==> src/rtl/lfclk_pkg.sv <==
// Shared constants for the low-frequency clock tick counter.
//   SYNC_STAGES_DEF : default synchronizer depth on lfclk
//   CNT_W_DEF       : default tick counter / compare width
//   LOST_LIMIT_DEF  : default clk cycles without a tick before lfclk_lost
//   WD_W_DEF        : watchdog counter width for the default limit
//   wd_width()      : watchdog width for any limit (counts 0..limit inclusive)
package lfclk_pkg;

  localparam int unsigned SYNC_STAGES_DEF = 2;
  localparam int unsigned CNT_W_DEF       = 32;
  localparam int unsigned LOST_LIMIT_DEF  = 1024;

  function automatic int unsigned wd_width(input int unsigned limit);
    return $clog2(limit + 1);
  endfunction

  localparam int unsigned WD_W_DEF = $clog2(LOST_LIMIT_DEF + 1);

endpackage

==> src/rtl/lfclk_tick_counter_if.sv <==
// Register-side bus of the tick counter.
//   master : drives cnt_en, cnt_clr, cmp_we, cmp_wdata, irq_clr;
//            observes tick, cnt, ovf, irq, lfclk_lost
//   slave  : the counter itself (opposite directions)
interface lfclk_tick_counter_if #(
  parameter int unsigned CNT_W = lfclk_pkg::CNT_W_DEF
);

  logic             cnt_en;
  logic             cnt_clr;
  logic             cmp_we;
  logic [CNT_W-1:0] cmp_wdata;
  logic             irq_clr;
  logic             tick;
  logic [CNT_W-1:0] cnt;
  logic             ovf;
  logic             irq;
  logic             lfclk_lost;

  modport master (
    output cnt_en, cnt_clr, cmp_we, cmp_wdata, irq_clr,
    input  tick, cnt, ovf, irq, lfclk_lost
  );

  modport slave (
    input  cnt_en, cnt_clr, cmp_we, cmp_wdata, irq_clr,
    output tick, cnt, ovf, irq, lfclk_lost
  );

endinterface

==> src/rtl/lfclk_sync.sv <==
// Multi-flop synchronizer for a single asynchronous level; all stages reset to 0.
//   clk   : destination clock
//   rst_n : asynchronous active-low reset
//   i_d   : asynchronous input level
//   o_q   : synchronized level, STAGES clk edges behind i_d
module lfclk_sync
  import lfclk_pkg::*;
#(
  parameter int unsigned STAGES = SYNC_STAGES_DEF
) (
  input  logic clk,
  input  logic rst_n,
  input  logic i_d,
  output logic o_q
);

  logic [STAGES-1:0] r_chain;

  // NOTE: flops use non-blocking assignments so every stage samples its
  // neighbour's pre-edge value; blocking here would collapse the chain.
  always_ff @(posedge clk or negedge rst_n) begin
    if (!rst_n) begin
      r_chain <= '0;
    end else begin
      r_chain <= {r_chain[STAGES-2:0], i_d};
    end
  end

  assign o_q = r_chain[STAGES-1];

endmodule

==> src/rtl/lfclk_tick_counter.sv <==
// Brings the divided 32.768 kHz clock into the clk domain, emits one tick per
// lfclk rising edge, counts ticks, raises a sticky compare interrupt and flags
// a missing lfclk.
//   clk, rst_n : fast clock, asynchronous active-low reset
//   lfclk      : low-frequency clock, asynchronous to clk
//   bus        : slave side of lfclk_tick_counter_if
//                (cnt_en, cnt_clr, cmp_we, cmp_wdata, irq_clr in;
//                 tick, cnt, ovf, irq, lfclk_lost out)
module lfclk_tick_counter
  import lfclk_pkg::*;
#(
  parameter int unsigned SYNC_STAGES = SYNC_STAGES_DEF,
  parameter int unsigned CNT_W       = CNT_W_DEF,
  parameter int unsigned LOST_LIMIT  = LOST_LIMIT_DEF
) (
  input  logic                 clk,
  input  logic                 rst_n,
  input  logic                 lfclk,
  lfclk_tick_counter_if.slave  bus
);

  localparam int unsigned      WD_W      = wd_width(LOST_LIMIT);
  localparam int unsigned      FILL_W    = $clog2(SYNC_STAGES + 1);
  localparam logic [WD_W-1:0]  WD_MAX    = WD_W'(LOST_LIMIT);
  localparam logic [FILL_W-1:0] FILL_FULL = FILL_W'(SYNC_STAGES);

  // ---------------------------------------------------------------------------
  // Synchronizer, arming and edge detect
  // ---------------------------------------------------------------------------
  logic w_s;

  lfclk_sync #(.STAGES(SYNC_STAGES)) u_sync (
    .clk   (clk),
    .rst_n (rst_n),
    .i_d   (lfclk),
    .o_q   (w_s)
  );

  logic              r_prev;
  logic              r_armed;
  logic              r_tick;
  logic [FILL_W-1:0] r_fill;

  // The chain powers up as zeros, so a low w_s is only trusted once the chain
  // has been refilled with real lfclk samples (r_fill saturated). Otherwise an
  // lfclk held high across reset release would look like a fresh rising edge.
  always_ff @(posedge clk or negedge rst_n) begin
    if (!rst_n) begin
      r_prev  <= 1'b0;
      r_armed <= 1'b0;
      r_tick  <= 1'b0;
      r_fill  <= '0;
    end else begin
      r_prev <= w_s;
      if (r_fill != FILL_FULL) begin
        r_fill <= r_fill + FILL_W'(1);
      end
      if ((r_fill == FILL_FULL) && !w_s) begin
        r_armed <= 1'b1;
      end
      r_tick <= w_s & ~r_prev & r_armed;
    end
  end

  // ---------------------------------------------------------------------------
  // Tick counter, overflow and compare interrupt
  // ---------------------------------------------------------------------------
  logic [CNT_W-1:0] r_cnt;
  logic [CNT_W-1:0] r_cmp;
  logic             r_ovf;
  logic             r_irq;
  logic             w_inc;
  logic [CNT_W-1:0] w_cnt_next;
  logic             w_match;

  // Clear outranks increment, so a tick landing on a clear is dropped and can
  // never produce a match. The match uses the pre-edge r_cmp, so a compare
  // write in the same cycle only affects later increments.
  assign w_inc      = r_tick & bus.cnt_en & ~bus.cnt_clr;
  assign w_cnt_next = r_cnt + CNT_W'(1);
  assign w_match    = w_inc && (w_cnt_next == r_cmp);

  always_ff @(posedge clk or negedge rst_n) begin
    if (!rst_n) begin
      r_cnt <= '0;
      r_ovf <= 1'b0;
      r_irq <= 1'b0;
      r_cmp <= '1;
    end else begin
      if (bus.cnt_clr) begin
        r_cnt <= '0;
        r_ovf <= 1'b0;
      end else if (w_inc) begin
        r_cnt <= w_cnt_next;
        if (w_cnt_next == '0) begin
          r_ovf <= 1'b1;
        end
      end

      // A new match wins over a simultaneous software clear.
      if (w_match) begin
        r_irq <= 1'b1;
      end else if (bus.irq_clr) begin
        r_irq <= 1'b0;
      end

      if (bus.cmp_we) begin
        r_cmp <= bus.cmp_wdata;
      end
    end
  end

  // ---------------------------------------------------------------------------
  // Missing-clock watchdog
  // ---------------------------------------------------------------------------
  logic [WD_W-1:0] r_wd;
  logic            r_lost;

  // r_lost is updated together with r_wd so it always equals (r_wd == WD_MAX)
  // without a combinational compare on the output. It keeps running while
  // unarmed so a stuck-high lfclk after reset is still reported.
  always_ff @(posedge clk or negedge rst_n) begin
    if (!rst_n) begin
      r_wd   <= '0;
      r_lost <= 1'b0;
    end else if (r_tick) begin
      r_wd   <= '0;
      r_lost <= 1'b0;
    end else if (r_wd != WD_MAX) begin
      r_wd   <= r_wd + WD_W'(1);
      r_lost <= (r_wd == (WD_MAX - WD_W'(1)));
    end
  end

  assign bus.tick       = r_tick;
  assign bus.cnt        = r_cnt;
  assign bus.ovf        = r_ovf;
  assign bus.irq        = r_irq;
  assign bus.lfclk_lost = r_lost;

endmodule

==> src/flat_wrapper.sv <==
// flat-port wrapper written by rule: the top's interface ports become plain ports
module lfclk_tick_counter_flat import lfclk_pkg::*;
#(
  parameter int unsigned SYNC_STAGES = SYNC_STAGES_DEF,
  parameter int unsigned CNT_W       = CNT_W_DEF,
  parameter int unsigned LOST_LIMIT  = LOST_LIMIT_DEF
)
  (clk, rst_n, lfclk, bus_cnt_en, bus_cnt_clr, bus_cmp_we, bus_cmp_wdata, bus_irq_clr, bus_tick, bus_cnt, bus_ovf, bus_irq, bus_lfclk_lost);
  lfclk_tick_counter_if #(.CNT_W(CNT_W)) bus_i ();
  input  logic clk;
  input  logic rst_n;
  input  logic lfclk;
  input wire logic [$bits(bus_i.cnt_en)-1:0] bus_cnt_en;
  input wire logic [$bits(bus_i.cnt_clr)-1:0] bus_cnt_clr;
  input wire logic [$bits(bus_i.cmp_we)-1:0] bus_cmp_we;
  input wire logic [$bits(bus_i.cmp_wdata)-1:0] bus_cmp_wdata;
  input wire logic [$bits(bus_i.irq_clr)-1:0] bus_irq_clr;
  output wire logic [$bits(bus_i.tick)-1:0] bus_tick;
  output wire logic [$bits(bus_i.cnt)-1:0] bus_cnt;
  output wire logic [$bits(bus_i.ovf)-1:0] bus_ovf;
  output wire logic [$bits(bus_i.irq)-1:0] bus_irq;
  output wire logic [$bits(bus_i.lfclk_lost)-1:0] bus_lfclk_lost;
  assign bus_i.cnt_en = bus_cnt_en;
  assign bus_i.cnt_clr = bus_cnt_clr;
  assign bus_i.cmp_we = bus_cmp_we;
  assign bus_i.cmp_wdata = bus_cmp_wdata;
  assign bus_i.irq_clr = bus_irq_clr;
  assign bus_tick = bus_i.tick;
  assign bus_cnt = bus_i.cnt;
  assign bus_ovf = bus_i.ovf;
  assign bus_irq = bus_i.irq;
  assign bus_lfclk_lost = bus_i.lfclk_lost;
  lfclk_tick_counter #(.SYNC_STAGES(SYNC_STAGES), .CNT_W(CNT_W), .LOST_LIMIT(LOST_LIMIT)) u_core (.clk(clk), .rst_n(rst_n), .lfclk(lfclk), .bus(bus_i));
endmodule
==> config.mk <==
export PLATFORM = sky130hd
export DESIGN_NAME = lfclk_tick_counter_flat
export DESIGN_NICKNAME = d
export VERILOG_FILES = /design/src/rtl/lfclk_pkg.sv /design/src/rtl/lfclk_tick_counter_if.sv /design/src/rtl/lfclk_sync.sv /design/src/rtl/lfclk_tick_counter.sv /design/src/flat_wrapper.sv
export SDC_FILE = /design/constraint.sdc
export NUM_CORES = 1
export LEC_CHECK = 0
export ABC_CLOCK_PERIOD_IN_PS = 3650
export BUFFER_PORTS_ARGS = -buffer_cell sky130_fd_sc_hd__buf_2
export CAP_MARGIN = 20
export CORE_ASPECT_RATIO = 2
export CORE_UTILIZATION = 40
export DETAILED_ROUTE_END_ITERATION = 16
export PLACE_DENSITY = 0.65
export SLEW_MARGIN = 25
export SYNTH_ARGS = -nofsm -noshare
export SYNTH_HDL_FRONTEND = slang
export SYNTH_HIERARCHICAL = 1
export SYNTH_SLANG_ARGS = --single-unit
==> constraint.sdc <==
create_clock -name clk -period 3.65 [get_ports clk]
set_input_delay 0.365 -clock clk [delete_from_list [all_inputs] [get_ports clk]]
set_output_delay 0.365 -clock clk [all_outputs]
set_load 0.1 [all_outputs]
* Yosys cells after proc, flatten, opt, wreduce, memory -nomap -nowiden
Cells that the tools add are included.
Operators by class: add/sub/neg operators 3, equal/unequal tests 5, mux-type cells 11, bitwise operators 6, reduce and logical (&&, ||, !) cells 9
Operator list (count):
- $mux W32 | 2
- $add A32 B1 Y32 const B | 1
- $eq A32 B32 Y1 | 1
- $logic_not A32 Y1 | 1
- $mux W11 | 2
- $add A11 B1 Y11 const B | 1
- $eq A11 B10 Y1 const B | 1
- $ne A11 B11 Y1 const B | 1
- $reduce_bool A2 Y1 | 4
- $mux W1 | 7
- $and A1 B1 Y1 | 4
- $add A2 B1 Y2 const B | 1
- $eq A2 B2 Y1 const B | 1
- $logic_and A1 B1 Y1 | 2
- $ne A2 B2 Y1 const B | 1
- $not A1 Y1 | 2
- $reduce_and A2 Y1 | 1
- $logic_not A1 Y1 | 1
Word-level totals: register bits 85, input bits 39, output and inout port bits 36, logic and storage cells 45

* Longest topological paths before layout
depth in word-level cells 5, mapped depth 11, gate-level depth less buffers 9

* Modules after synthesis
Netlist, hierarchy kept.
Modules (own cells, without submodules):
- lfclk_tick_counter | times used 1, cells an instance 532, area an instance 5018.6 sq um, seq. area each 2117.0 sq um
- lfclk_sync | times used 1, cells an instance 2, area an instance 50.0 sq um, seq. area each 50.0 sq um

* Worst setup path before layout
No wires, ideal clock.
path type register to register, start point register u_core.r_cnt[0] (netlist: u_core/bus.cnt[0]), end point register u_core.r_ovf (netlist: u_core/bus.ovf), library setup time 0.095 ns, data arrival time 3.414 ns, data required time 3.555 ns, setup slack 0.140 ns, cell stages (with the launch flop) 10, buffers on the path 1, period minus slack after synthesis 3.510 ns, cells stage by stage dfrtp_1 ha_1 clkbuf_2 nand4_1 or4_4 or4_1 a21oi_1 a41oi_1 or4_1 o32ai_2
On the way: cells in the longest elaborated chain, start to end 4
RTL lines:
- from (decl) | line lfclk_tick_counter.sv:68 | logic [CNT_W-1:0] r_cnt;
- from (signal assigned) | line lfclk_tick_counter.sv:94 | r_cnt <= w_cnt_next;
- $add A32 B1 Y32 | line lfclk_tick_counter.sv:80 | assign w_cnt_next = r_cnt + CNT_W'(1);
- $logic_not A32 Y1 | line lfclk_tick_counter.sv:95 | if (w_cnt_next == '0) begin
- $reduce_bool A2 Y1 (no line)
- $reduce_and A2 Y1 (no line)
- to (signal assigned) | line lfclk_tick_counter.sv:86 | r_ovf <= 1'b0;
- to (signal assigned) | line lfclk_tick_counter.sv:92 | r_ovf <= 1'b0;
- to (signal assigned) | line lfclk_tick_counter.sv:96 | r_ovf <= 1'b1;
- to (decl) | line lfclk_tick_counter.sv:70 | logic r_ovf;
No other way between the ends. A chain may end at the register's enable or synchronous reset.

* Final worst setup path
start point register u_core.r_cnt[5] (netlist: u_core/bus.cnt[5]), end point register u_core.r_irq (netlist: u_core/bus.irq)
On the way: cells in the longest elaborated chain, start to end 4, elaborated cells on any way between the ends 5, those cells by class add/sub: 1; eq/ne: 1; mux: 1; reduce/logical: 2
RTL lines:
- $add A32 B1 Y32 (*) | line lfclk_tick_counter.sv:80
- $eq A32 B32 Y1 (*) | line lfclk_tick_counter.sv:81 | assign w_match = w_inc && (w_cnt_next == r_cmp);
- $logic_and A1 B1 Y1 (*) | line lfclk_tick_counter.sv:81
- $mux W1 or $reduce_bool A2 Y1 (tied branches)
- to (signal assigned) | line lfclk_tick_counter.sv:87 | r_irq <= 1'b0;
- to (signal assigned) | line lfclk_tick_counter.sv:102 | r_irq <= 1'b1;
- to (signal assigned) | line lfclk_tick_counter.sv:104 | r_irq <= 1'b0;
- to (decl) | line lfclk_tick_counter.sv:71 | logic r_irq;
Mark *: on every way between the ends. The rest lies on a longest branch, timed or not.

==> flow_results.org <==
** Status
- Status :: finished clean

** Worst setup path
- Counting both buffers and inverters, the worst setup path holds a total of 0.
- Slowest library cell on the worst path :: sky130_fd_sc_hd__a2111oi_0
- Counting buffers and inverters, the worst setup path is 8 cells deep.
- In this design, the largest share of critical-path delay is due to simple AND/OR/NAND/NOR gates.
- Type of the worst setup path :: reg -> reg
- For the worst setup path, the data arrival time is approximately 3.6 ns.
- The worst register-to-register path begins at u_core/bus.cnt[5]$_DFFE_PN0P_.
- Kind of end point of the critical path :: flop
- Setup slack on the worst reg-to-reg path comes out at roughly 0.26 ns.
- Reg-to-reg critical path endpoint :: u_core/bus.irq$_DFFE_PN0P_
- Kind of start point of the critical path :: flop
- Max stage delay on crit path :: just over 0.7 ns
- Following the worst setup path forward leads to its endpoint at u_core/bus.irq$_DFFE_PN0P_.
- Ordered cell list for the critical path :: nand4_1 > nor2_4 > nand4_1 > xnor2_1 > a2111oi_0 > nand4_1 > or4_1 > o31ai_1
- Largest driver fanout on the critical path :: 10
- First element of the critical path :: u_core/bus.cnt[5]$_DFFE_PN0P_
- Cell type with the highest occurrence count on the critical path :: sky130_fd_sc_hd__nand4_1
- Reg2reg path depth :: 8
- STA puts the critical path data required time at ~4 ns.

** Die
- The die covers about 13000 um^2.
- Initial Util :: 0.413
- Die boundary height :: 161 um
- In this run the standard cell core region covers between 10000 and 15000 um^2.
- For this design the top-level I/O count stands at 75.
- DIE WIDTH :: just over 80 um
- In this run the core area contains 57 standard-cell rows.

** Final layout
- For this run, the share of the core covered by cells in the final layout is 0.474.
- Count of placed standard cells in the final layout, fillers left out :: 739
- Fraction of final layout cells with drive strength greater than 1 :: 0.280
- Area added between synthesis and finish :: 14.6%
- The repair_antennas step left the layout with diodes totalling 0.
- With fillers left out, the area of the finished cells amounts to 5810 um^2.
- For this run, the post-layout net count is ~630.

** Route
- Detailed-route DRC error count :: 0
- In the final routed layout, each cell accounts on average for ~19 um.
- The first TritonRoute pass finished after 4 iterations.
- Using the TritonRoute via totals, the vias-per-cell ratio works out to between 5 and 6.
- Iteration-0 DRC Markers :: ~310
- Routed vias :: around 4200
- Antenna viol nets, final :: 0
- Routed wire length :: 14000 um

** Timing
- Relative slew slack :: 0.454
- RSZ-0062 raised after global routing :: no
- At the pin with the least slew margin, the transition time is around 0.82 ns.
- Setup Total Neg Slack :: 0 ns
- Setup slack on the critical path of the routed design comes to ~0.26 ns.
- The worst path needs about 3.4 ns of the cycle, external delays included.
- Clock Skews :: 0.0117 ns
- For this run, the top clock speed supported by timing is a little under 300 MHz.
- Setup violation total in the final timing report :: 0
- Dividing the final minimum period by the clock period gives 0.928.
- The number of max-slew violations in the final report came to 0.
- The total count of hold-check failures in the final report came to 0.
- Hold is met by between 0.04 and 0.05 ns.

** Place
- Routability-driven placement finished with a final weighted congestion of between 0.9 and 1.
- Post-placement setup slack :: between 0.3 and 0.4 ns
- Cell Area, Placed :: 5510 um^2
- Counting tap cells, the placed design contains a total of just over 700 instances.
- Port buffering added 74 buffers.
- DPL Wire Length :: 10500 um

** Synth
- For this run, asynchronously set or reset flops after synthesis account for 1.00.
- Fraction of the yosys area taken by sequential cells :: 0.428
- Dividing the synthesized area by the synthesized cell count gives roughly 9.5 um^2.
- The number of nets handed over by synthesis was about 580.
- Number of warnings printed during yosys synthesis :: 6
- In this run the cell area of the synthesized design comes to ~5000 um^2.
- The synthesized design contains 0 enable-type register cells.
- In the synthesized netlist the dominant register cell turns out to be sky130_fd_sc_hd__dfrtp_1.
- The number of different library cells used by synthesis comes to slightly above 50.
- Synthesis produced around 530 cells.
- Flip-flop and latch count after synthesis :: 85

** Min path
- Min-delay worst type :: in -> async

** Global routing
- Initial antenna violation count :: 0
- Maximum number of pins on one net before global-route repair :: 86
- The first global-routing pass estimated between 20000 and 25000 um of wire.
- For this run the aggregate overflow at the end of global routing stands at 0.
- Number of global-route vias before repair :: ~4300
- Global router's overall resource usage :: 0.230

** CTS
- Clock network latency to the later pin of the worst-skew pair :: approximately 0.34 ns
- CTS H-Tree Depth :: 3
- The number of clock buffers added by TritonCTS is 9.
- For this design, the CTS-stage hold fixing added 0 buffers.
- Gates resized during post-CTS repair numbered 0.
- Buffers added to address setup during post-CTS repair amount to 0.
- Clk sinks :: 85
- CTS tree :: built
- Clock-pin slew of the registers on the worst-case setup and hold paths :: approximately 0.07 ns
- The cell sitting at the root of the clock tree is a sky130_fd_sc_hd__clkbuf_16.
- Clk buf depth :: 2

** Power
- Power spread over the standard cell area amounts to 382 nW/um^2.
- Static leakage power :: roughly 2.4 nW
- Total power for the finished layout comes to about 2.2 mW.
- Maximum resistive drop on vdd :: between 200 and 250 uV

** Run
- Across the run, the number of max-cap violations was 0.
synth_stat cells (all sizes together) (4+ instances only):
| cell type | number | area, um^2 |
|---|---|---|
| a21oi | 20 | 100 |
| and2 | 6 | 37.5 |
| and3 | 7 | 43.8 |
| buf | 12 | 62.6 |
| clkbuf | 27 | 103 |
| dfrtp | 53 | 1330 |
| dfstp | 32 | 841 |
| ha | 5 | 62.6 |
| inv | 12 | 45.0 |
| mux2 | 33 | 372 |
| nand2 | 36 | 135 |
| nand2b | 4 | 25.0 |
| nand3 | 26 | 130 |
| nand4 | 21 | 146 |
| nor2 | 58 | 225 |
| nor3 | 13 | 65.1 |
| nor3b | 5 | 37.5 |
| nor4 | 10 | 75.1 |
| o21ai | 22 | 110 |
| or3 | 9 | 56.3 |
| or4 | 5 | 41.3 |
| xnor2 | 47 | 412 |
| xor2 | 40 | 350 |
cell families after synthesis:
| family | after synthesis | synth area share |
|---|---|---|
| muxes | 33 | 0.0733 |
| DFF | 85 | 0.428 |
| and+or+nand+nor | 209 | 0.215 |
| buffers and inverters | 51 | 0.0415 |
| adders and majority gates | 5 | 0.0123 |
| xor gates and xnor gates | 88 | 0.155 |
| AOI/OAI and AO/OA | 63 | 0.0753 |
sequential cells by signal, indices dropped and copies added (netlist names):
register               cells
u_core/bus.lfclk_lost      1
u_core/bus.cnt            32
u_core/r_cmp              32
u_core/r_armed             1
u_core/r_wd               11
u_core/u_sync/r_chain      2
u_core/r_fill              2
u_core/bus.irq             1
u_core/bus.ovf             1
u_core/bus.tick            1
u_core/r_prev              1
worst min path at each step:
| stage | endpoint | from | slack, ns | cells past startpoint |
|---|---|---|---|---|
| floorplan | u_core/bus.cnt[0]$_DFFE_PN0P_ | rst_n | 0.07 | 0 |
| global placement | u_core/u_sync/r_chain[1]$_DFF_PN0_ | u_core/u_sync/r_chain[0]$_DFF_PN0_ | 0.33 | 0 |
| CTS | u_core/u_sync/r_chain[0]$_DFF_PN0_ | lfclk | 0.13 | 1 |
| detailed placement | u_core/u_sync/r_chain[1]$_DFF_PN0_ | u_core/u_sync/r_chain[0]$_DFF_PN0_ | 0.36 | 0 |
| global route | u_core/u_sync/r_chain[0]$_DFF_PN0_ | lfclk | 0.13 | 1 |
| finish | u_core/r_wd[4]$_DFFE_PN0P_ | rst_n | 0.05 | 1 |
metal layers:
metal  share of wire  vias to the layer above  track usage
met4           0.064                        0        0.153
li1                -                     1945            -
met5               0                        -            0
met2            0.55                      118        0.416
met3           0.042                       50       0.0339
met1            0.34                     2055        0.234
report_power, final:
part / switching [mW] / internal, mW / total [mW]
clock: 0.371 / 0.533 / 0.903
combinational: 0.117 / 0.107 / 0.224
sequential: 0.0658 / 1.03 / 1.09
total: 0.554 / 1.67 / 2.22
area by class of cell:
cell class | instances | area [um^2]
flip-flops and latches | 85 | 2170
clock buffers | 11 | 233
fillers | 1206 | 6460
repair buffers | 81 | 429
multi-input cells | 398 | 2690
inverters | 12 | 45.0
well taps | 147 | 184
clock inverters | 5 | 61.3
placed cells by master (no fill, tap or decap), types with 3 or more instances in the layout:
master / Yosys / layout
sky130_fd_sc_hd__xor2_1: 40 / 40
sky130_fd_sc_hd__clkinvlp_4: 0 / 3
sky130_fd_sc_hd__and2_1: 6 / 6
sky130_fd_sc_hd__buf_2: 11 / 73
sky130_fd_sc_hd__clkbuf_16: 0 / 9
sky130_fd_sc_hd__a21oi_1: 20 / 20
sky130_fd_sc_hd__and3_1: 7 / 7
sky130_fd_sc_hd__nor3b_1: 5 / 5
sky130_fd_sc_hd__ha_1: 5 / 5
sky130_fd_sc_hd__mux2_2: 33 / 33
sky130_fd_sc_hd__o21ai_0: 22 / 22
sky130_fd_sc_hd__nor3_1: 13 / 13
sky130_fd_sc_hd__nand3_1: 26 / 26
sky130_fd_sc_hd__xnor2_1: 47 / 47
sky130_fd_sc_hd__nor4_1: 8 / 8
sky130_fd_sc_hd__buf_4: 1 / 7
sky130_fd_sc_hd__dfstp_2: 32 / 32
sky130_fd_sc_hd__nand4_1: 20 / 20
sky130_fd_sc_hd__dfrtp_1: 53 / 53
sky130_fd_sc_hd__nor2_1: 57 / 57
sky130_fd_sc_hd__or4_1: 4 / 4
sky130_fd_sc_hd__nand2b_1: 4 / 4
sky130_fd_sc_hd__or3_1: 9 / 9
sky130_fd_sc_hd__inv_1: 12 / 12
sky130_fd_sc_hd__nand2_1: 36 / 36
(Power assumes the default switching activity.)
